==> config.mk <==
export PLATFORM = sky130hd
export DESIGN_NAME = vote_session_ctrl
export DESIGN_NICKNAME = d
export VERILOG_FILES = /design/src/rtl/vote_pkg.sv /design/src/rtl/vot3.sv /design/src/rtl/vote_session_ctrl.sv
export SDC_FILE = /design/constraint.sdc
export NUM_CORES = 1
export LEC_CHECK = 0
export ABC_AREA = 1
export CORE_MARGIN = 2
export CORE_UTILIZATION = 54
export DETAILED_ROUTE_END_ITERATION = 6
export GPL_TIMING_DRIVEN = 0
export PLACE_DENSITY = 0.8
export SETUP_SLACK_MARGIN = 0.2
export SYNTH_ARGS = -nofsm -noshare
export SYNTH_HDL_FRONTEND = slang
export SYNTH_SLANG_ARGS = --single-unit
export TNS_END_PERCENT = 10
==> constraint.sdc <==
create_clock -name clk -period 1.46 [get_ports clk]
set_input_delay 0.146 -clock clk [delete_from_list [all_inputs] [get_ports clk]]
set_output_delay 0.146 -clock clk [all_outputs]
set_load 0.005 [all_outputs]
==> src/rtl/vote_pkg.sv <==
// Shared definitions for the three-voter ballot session controller:
// FSM state encoding and voter count.
package vote_pkg;

    localparam int N_VOTERS = 3;

    typedef enum logic [1:0] {
        ST_IDLE    = 2'd0,
        ST_COLLECT = 2'd1,
        ST_DECIDE  = 2'd2,
        ST_SHOW    = 2'd3
    } state_t;

endpackage

==> src/rtl/vot3.sv <==
// Three-input majority gate: y is high when at least two inputs are high.
module vot3 (
    input  logic a,
    input  logic b,
    input  logic c,
    output logic y
);

    assign y = (a & b) | (a & c) | (b & c);

endmodule

==> src/rtl/vote_session_ctrl.sv <==
// Ballot session sequencer around vot3: collects one vote per voter, closes
// on full quorum or timeout, shows the majority and keeps saturating tallies.
module vote_session_ctrl
    import vote_pkg::*;
#(
    parameter int TIMEOUT  = 100,
    parameter int SHOW_CYC = 8,
    parameter int CNT_W    = 8
) (
    input  logic                clk,
    input  logic                rst_n,
    input  logic                start,
    input  logic [N_VOTERS-1:0] vote_valid,
    input  logic [N_VOTERS-1:0] vote_val,
    input  logic                clr_cnt,
    output logic                busy,
    output logic [N_VOTERS-1:0] voted,
    output logic                result,
    output logic                result_valid,
    output logic                timed_out,
    output logic [CNT_W-1:0]    yes_cnt,
    output logic [CNT_W-1:0]    no_cnt
);

    localparam int TMR_W = $clog2(TIMEOUT);
    localparam int SHW_W = $clog2(SHOW_CYC + 1);
    localparam logic [CNT_W-1:0] CNT_MAX = {CNT_W{1'b1}};

    state_t               state, state_nxt;
    logic [TMR_W-1:0]     timer;
    logic [SHW_W-1:0]     show_cnt;
    logic [N_VOTERS-1:0]  vote_q;
    logic [N_VOTERS-1:0]  accept;
    logic                 quorum, timer_last, show_last;
    logic                 open_sess, close_sess, decide;
    logic                 maj;

    assign quorum     = &(voted | vote_valid);
    assign timer_last = (timer == TMR_W'(TIMEOUT - 1));
    assign show_last  = (show_cnt == SHW_W'(SHOW_CYC - 1));

    // NOTE: async active-low reset; every register below uses <= so all
    // flops sample the same pre-edge values regardless of block order.
    always_ff @(posedge clk or negedge rst_n) begin
        if (!rst_n) state <= ST_IDLE;
        else        state <= state_nxt;
    end

    // NOTE: defaults assigned first so no path through the case infers a latch.
    always_comb begin
        state_nxt = state;
        case (state)
            ST_IDLE:    if (start)                state_nxt = ST_COLLECT;
            ST_COLLECT: if (quorum || timer_last) state_nxt = ST_DECIDE;
            ST_DECIDE:                            state_nxt = ST_SHOW;
            ST_SHOW:    if (show_last)            state_nxt = ST_IDLE;
            default:                              state_nxt = ST_IDLE;
        endcase
    end

    always_comb begin
        open_sess  = 1'b0;
        close_sess = 1'b0;
        decide     = 1'b0;
        accept     = '0;
        case (state)
            ST_IDLE:    open_sess = start;
            ST_COLLECT: begin
                accept     = vote_valid & ~voted;
                close_sess = quorum || timer_last;
            end
            ST_DECIDE:  decide = 1'b1;
            default:    ;
        endcase
    end

    // Absent voters count as "no": only latched bits reach the gate.
    vot3 u_vot3 (
        .a (vote_q[0] & voted[0]),
        .b (vote_q[1] & voted[1]),
        .c (vote_q[2] & voted[2]),
        .y (maj)
    );

    always_ff @(posedge clk or negedge rst_n) begin
        if (!rst_n) begin
            busy         <= 1'b0;
            voted        <= '0;
            vote_q       <= '0;
            timer        <= '0;
            show_cnt     <= '0;
            result       <= 1'b0;
            result_valid <= 1'b0;
            timed_out    <= 1'b0;
        end else begin
            busy         <= (state_nxt != ST_IDLE);
            result_valid <= decide;
            if (open_sess) begin
                voted     <= '0;
                vote_q    <= '0;
                timer     <= '0;
                result    <= 1'b0;
                timed_out <= 1'b0;
            end
            if (state == ST_COLLECT) begin
                voted  <= voted | accept;
                vote_q <= (vote_q & ~accept) | (vote_val & accept);
                if (close_sess) timed_out <= ~quorum;
                else            timer     <= timer + TMR_W'(1);
            end
            if (decide) begin
                result   <= maj;
                show_cnt <= '0;
            end
            if (state == ST_SHOW && !show_last) show_cnt <= show_cnt + SHW_W'(1);
        end
    end

    // A clear in the same cycle as a decision wins over the increment.
    always_ff @(posedge clk or negedge rst_n) begin
        if (!rst_n) begin
            yes_cnt <= '0;
            no_cnt  <= '0;
        end else if (clr_cnt) begin
            yes_cnt <= '0;
            no_cnt  <= '0;
        end else if (decide) begin
            if (maj && yes_cnt != CNT_MAX)  yes_cnt <= yes_cnt + CNT_W'(1);
            if (!maj && no_cnt != CNT_MAX)  no_cnt  <= no_cnt + CNT_W'(1);
        end
    end

endmodule

==> results.toml, run 1 <==
[status]
outcome = "finished clean"

[sta]
slew-limit-headroom = 0.425
min_period_ns = 1.39
max_freq_mhz = 719
worst_slack_ns = 0.0700
final-setup-viol-count = 0
max_slew.worst_pin.slew_ns = 0.863
rsz0062_at_grt = "true"
hold_viol_final = 0
skew_ns = 0.00848
fin_crit_sh = 0.952
drv_slew = 0

[hold_path]
worstHoldPathType = "in -> reg"

[worst_setup_path]
start_kind = "flip-flop"
critical_path_class = "reg -> reg"
reg2reg_slack_ns = 0.07
cp_data_required_time_ns = 1.70
end_kind = "flip-flop"
worstPathArrival_ns = 1.63
cp_max_fo = 4

[layout]
finalNetCount = 389
drive_above_1_share = 0.248
design_area_um2 = 3150
areaGrowthSynthToFinish_pct = 39.2
antennaDiodeCount = 0

[place]
gp_congestion = 0.766
hpwl_um = 3390
place.port_buffers = 32
place_area_um2 = 2670
dp_slack_ns = -0.144

[grt]
grt_overflow = 0
antenna_found_initial = 0
grt_pass1_wl_um = 9180
grt_pass1_vias = 2105
grt_usage = 0.266
grt_max_degree = 40

[power_and_ir_drop]
clkPwrFrac = 0.171
pwr-share-seq = 0.362
combPwrFrac = 0.468
ir_worst_vdd_v = 0.00100
power.switching_w = 0.00175
p_leak_nw = 1.60
power.density_nw_per_um2 = 1380
switching_share = 0.401
internal_power_w = 0.00261

[floorplan]
rows = 23
die-area_um2 = 4720
core_um2 = 4030
start_util = 0.561
pin_count = 33
die_w_um = 68.7
fp.dieH_um = 68.7

[clock_network]
clk_pin_slew_ns = 0.08
clock_latency_ns = 0.29
cts_sinks = 39
h-tree-depth = 2
clock-root-buffer = "clkbuf_8"
numCtsBuffers = 5
clockBufferDepth = 2
cts_tree = "built"

[detailed_routing]
ant_nets = 0
dr.pass1.iters = 4
vias = 2305
via_per_inst = 5.42
drc_errors = 0
wl_per_cell_um = 14.0
drtIter0Drc = 167
finalWirelength_um = 5960

[logic_synthesis]
yosysUniqueCellTypes = 33
synth-edff-count = 0
ys_seq_area_frac = 0.431
synth_async_sr_flop_share = 1.00
yosys_warnings = 0
syn_area_um2 = 2260
ys_ff_latch = 39
synthFlopType = "dfrtp_1"
synth_cells = 303
syn_area_per_cell_um2 = 7.47
synth_fp_nets = 317

[flow_run]
maxCapViolations = 0
-- cell families after synthesis --
kind of cell / Yosys count / synth area share
DFF: 39 / 0.431
buffers and inverters: 42 / 0.0796
and+or+nand+nor: 188 / 0.384
xor gates and xnor gates: 6 / 0.0232
adders and majority gates: 4 / 0.0221
AOI/OAI and AO/OA: 24 / 0.0592
-- layer usage --
layer,wire length [um],track usage
met1,2460,0.295
met2,3080,0.490
met3,257,0.0584
met4,163,0.103
met5,0,0
-- registers in the layout, indices dropped and copies added (netlist names) --
signal	cells
vote_q	3
yes_cnt	8
timer	7
state	2
no_cnt	8
busy	1
result_valid	1
voted	3
result	1
show_cnt	4
timed_out	1
-- synthesized netlist by cell type, types with 3 or more instances --
cell type / n / area (um2)
nand4_1: 6 / 37.5
dfrtp_1: 39 / 976
nor2_1: 28 / 105
o21ai_0: 14 / 70.1
ha_1: 4 / 50.1
inv_1: 33 / 124
nand2_1: 97 / 364
xor2_1: 5 / 43.8
o31ai_1: 3 / 22.5
nand3_1: 42 / 210
a21oi_1: 4 / 20.0
-- power by group through the flow --
stage          sequential, W  combinational (W)  clock, W
2_1_floorplan        0.00155            0.00102         0
3_3_place_gp         0.00158            0.00146         0
3_5_place_dp         0.00159            0.00150         0
4_1_cts              0.00156            0.00172  0.000754
5_1_grt              0.00160            0.00225  0.000801
6_report             0.00158            0.00204  0.000743
-- what timing repair did --
action                     4_1_cts  5_1_grt
hold endpoints to repair        19        0
setup endpoints to repair       53       99
pin swaps                        7       12
hold buffers                     1        0
gates resized for setup         14       24
cloned                           2        1
buffers inserted                21        8
-- final timing paths --
kind	to	start	cells past startpoint
worst min-delay path	vote_q[0]	vote_val[0]	3
max in group asynchronous	timer[2]	rst_n	2
worst max-delay path	no_cnt[7]	no_cnt[2]	9
worst max register to register	no_cnt[7]	no_cnt[2]	9
worst min register to register	show_cnt[1]	show_cnt[1]	2
min in group asynchronous	no_cnt[4]	rst_n	2
-- area by class of cell --
type / count / area (um2)
Multi-Input combinational cell: 224 / 1280
Inverter: 36 / 138
Clock buffer: 6 / 82.6
Tap cell: 50 / 62.6
Sequential cell: 39 / 980
Timing Repair Buffer: 63 / 548
Fill cell: 311 / 881
Clock inverter: 1 / 5.00
Buffer: 6 / 47.5
-- worst max-delay path: stages (launching register included) --
cell,delay (ns)
dfrtp_1,0.40
buf_4,0.15
nand2_1,0.05
nor2_1,0.18
nand3_1,0.11
nand2_1,0.09
nand2_1,0.06
nor2_1,0.14
nand2_2,0.08
nand2_1,0.06
-- cells in the final DEF, fill, tap and decap left out, drive strengths merged, types with 2 or more instances in the layout --
master and n:
nand3 48, o21ai 15, dfrtp 39, a21oi 4, nand2 99, o31ai 3, clkbuf 8, inv 36
nor2 32, or2 2, xor2 5, buf 35, clkdlybuf4s50 31, nand4 6, ha 4
-- stage by stage --
stage          setup TNS, ns  std cells  hold WS, ns  utilization  power [W]
2_1_floorplan              0        303       -0.150            -    0.00257
3_3_place_gp          -30.18        385        0.497        0.664    0.00304
3_5_place_dp           -1.77        385        0.310        0.663    0.00309
4_1_cts                    0        416        0.480        0.742    0.00403
5_1_grt          -0.00000133        425        0.512        0.781    0.00466
6_report                   0        425        0.483        0.781    0.00436
Note: power is estimated with default switching activity, not from simulation.
==> run 2, diff against run 1 <==
--- a/config.mk
+++ b/config.mk
@@ -6,7 +6,7 @@
 export NUM_CORES = 1
 export LEC_CHECK = 0
 export ABC_AREA = 1
-export CORE_MARGIN = 2
+export CORE_MARGIN = 10
 export CORE_UTILIZATION = 54
 export DETAILED_ROUTE_END_ITERATION = 6
 export GPL_TIMING_DRIVEN = 0
==> results.toml, run 2 (same netlist as run 1, synthesis figures left out) <==
[grt]
grt_pass1_wl_um = 9480
grt_usage = 0.155
grt_pass1_vias = 2117
grt_max_degree = 40
antenna_found_initial = 0
grt_overflow = 0

[sta]
hold_viol_final = 39
slew-limit-headroom = 0.418
fin_crit_sh = 0.940
max_freq_mhz = 728
max_slew.worst_pin.slew_ns = 0.874
rsz0062_at_grt = "true"
drv_slew = 0
worst_slack_ns = 0.0869
skew_ns = 0.00544
fin_tns_setup_ns = 0
final-setup-viol-count = 0
min_period_ns = 1.37
hold_slack_ns = -0.0261

[clock_network]
cts_tree = "built"
clockBufferDepth = 2
h-tree-depth = 2
cts_sinks = 39
numCtsBuffers = 5
clock-root-buffer = "clkbuf_8"
clock_latency_ns = 0.29
clk_pin_slew_ns = 0.07

[worst_setup_path]
start_kind = "flip-flop"
r2r_cells = 8
slowest_stage = "clkdlybuf4s50_1"
worstPathArrival_ns = 1.23
path_cells = "clkdlybuf4s50_1"
path_delay_family = "buffers and inverters"
end_kind = "output port"
critPathBufInv = 1
max_stage_delay_ns = 0.53
cp_data_required_time_ns = 1.31
critical_path_class = "reg -> out"
cp_max_fo = 3
path_depth = 1

[power_and_ir_drop]
switching_share = 0.397
p_leak_nw = 1.58
combPwrFrac = 0.461
pwr-share-seq = 0.377
power.density_nw_per_um2 = 1350
clkPwrFrac = 0.161
internal_power_w = 0.00250
ir_worst_vdd_v = 0.000833
power.switching_w = 0.00165

[detailed_routing]
finalWirelength_um = 5740
drc_errors = 0
vias = 2228
wl_per_cell_um = 13.6
drtIter0Drc = 110
ant_nets = 0
via_per_inst = 5.29
dr.pass1.iters = 4

[place]
place.port_buffers = 32
hpwl_um = 3660
gp_congestion = 0.865
dp_slack_ns = -0.193

[layout]
drive_above_1_share = 0.218
areaGrowthSynthToFinish_pct = 36.1
reg.largest.list = "no_cnt x8, yes_cnt x8, timer x7"
finalNetCount = 386
layout_commonest_cell = "nand2_1"
antennaDiodeCount = 0
layout_common_cells = "nand2_1, nand3_1, dfrtp_1"

[status]
violations = "negative hold slack"
outcome = "complete, but fails checks"

[floorplan]
pin_count = 33
start_util = 0.561
core_um2 = 4030
fp.dieH_um = 84.7
rows = 23
die-area_um2 = 7180
die_w_um = 84.7

[hold_path]
worstHoldPathType = "in -> async"

[flow_run]
maxCapViolations = 0
[run 2: final cells by class]
cell class                 count  area [um2]
multi-input combinational    223        1240
sequential                    39         980
fill                         289         951
timing repair buffer          61         542
inverter                      36         138
clock buffer                   6        72.6
tap                           50        62.6
buffer                         6        43.8
[run 2: power by group through the flow]
stage | clock [W] | sequential [W] | combinational [W]
final | 0.000669 | 0.00156 | 0.00191
after global routing | 0.000724 | 0.00160 | 0.00214
after CTS | 0.000688 | 0.00156 | 0.00170
after detailed placement | 0 | 0.00159 | 0.00152
after global placement | 0 | 0.00159 | 0.00147
after floorplan | 0 | 0.00155 | 0.00102
[run 2: stage by stage]
step	total power (W)	util	std cells	instance area [um2]
floorplan	0.00257	-	303	2290
global placement	0.00305	0.664	385	2680
detailed placement	0.00311	0.663	385	2670
CTS	0.00395	0.732	413	2950
global route	0.00446	0.764	421	3080
finish	0.00414	0.764	421	3080
[run 2: path summary, 6_finish.rpt]
check,endpoint,from,slack (ns)
worst max-delay path,no_cnt[6],no_cnt[6],0.09
worst min-delay path,no_cnt[2],rst_n,-0.03
worst max register to register,timer[2],timer[0],0.09
worst min register to register,show_cnt[0],show_cnt[0],0.52
max in group asynchronous,state[1],rst_n,0.88
min in group clk,vote_q[0],vote_val[0],0.49
[run 2: layer usage]
layer | GRT usage | up-vias | share of wire
li1 | - | 1110 | -
met1 | 0.173 | 1030 | 0.40
met2 | 0.275 | 70 | 0.51
met3 | 0.0396 | 18 | 0.059
met4 | 0.0584 | 0 | 0.024
met5 | 0 | - | 0
[run 2: what timing repair did]
item,4_1_cts,5_1_grt
resized for setup,12,17
hold buffers,0,0
pin swaps,6,10
setup buffers,21,7
endpoints found under the setup margin,55,56
cloned,1,1
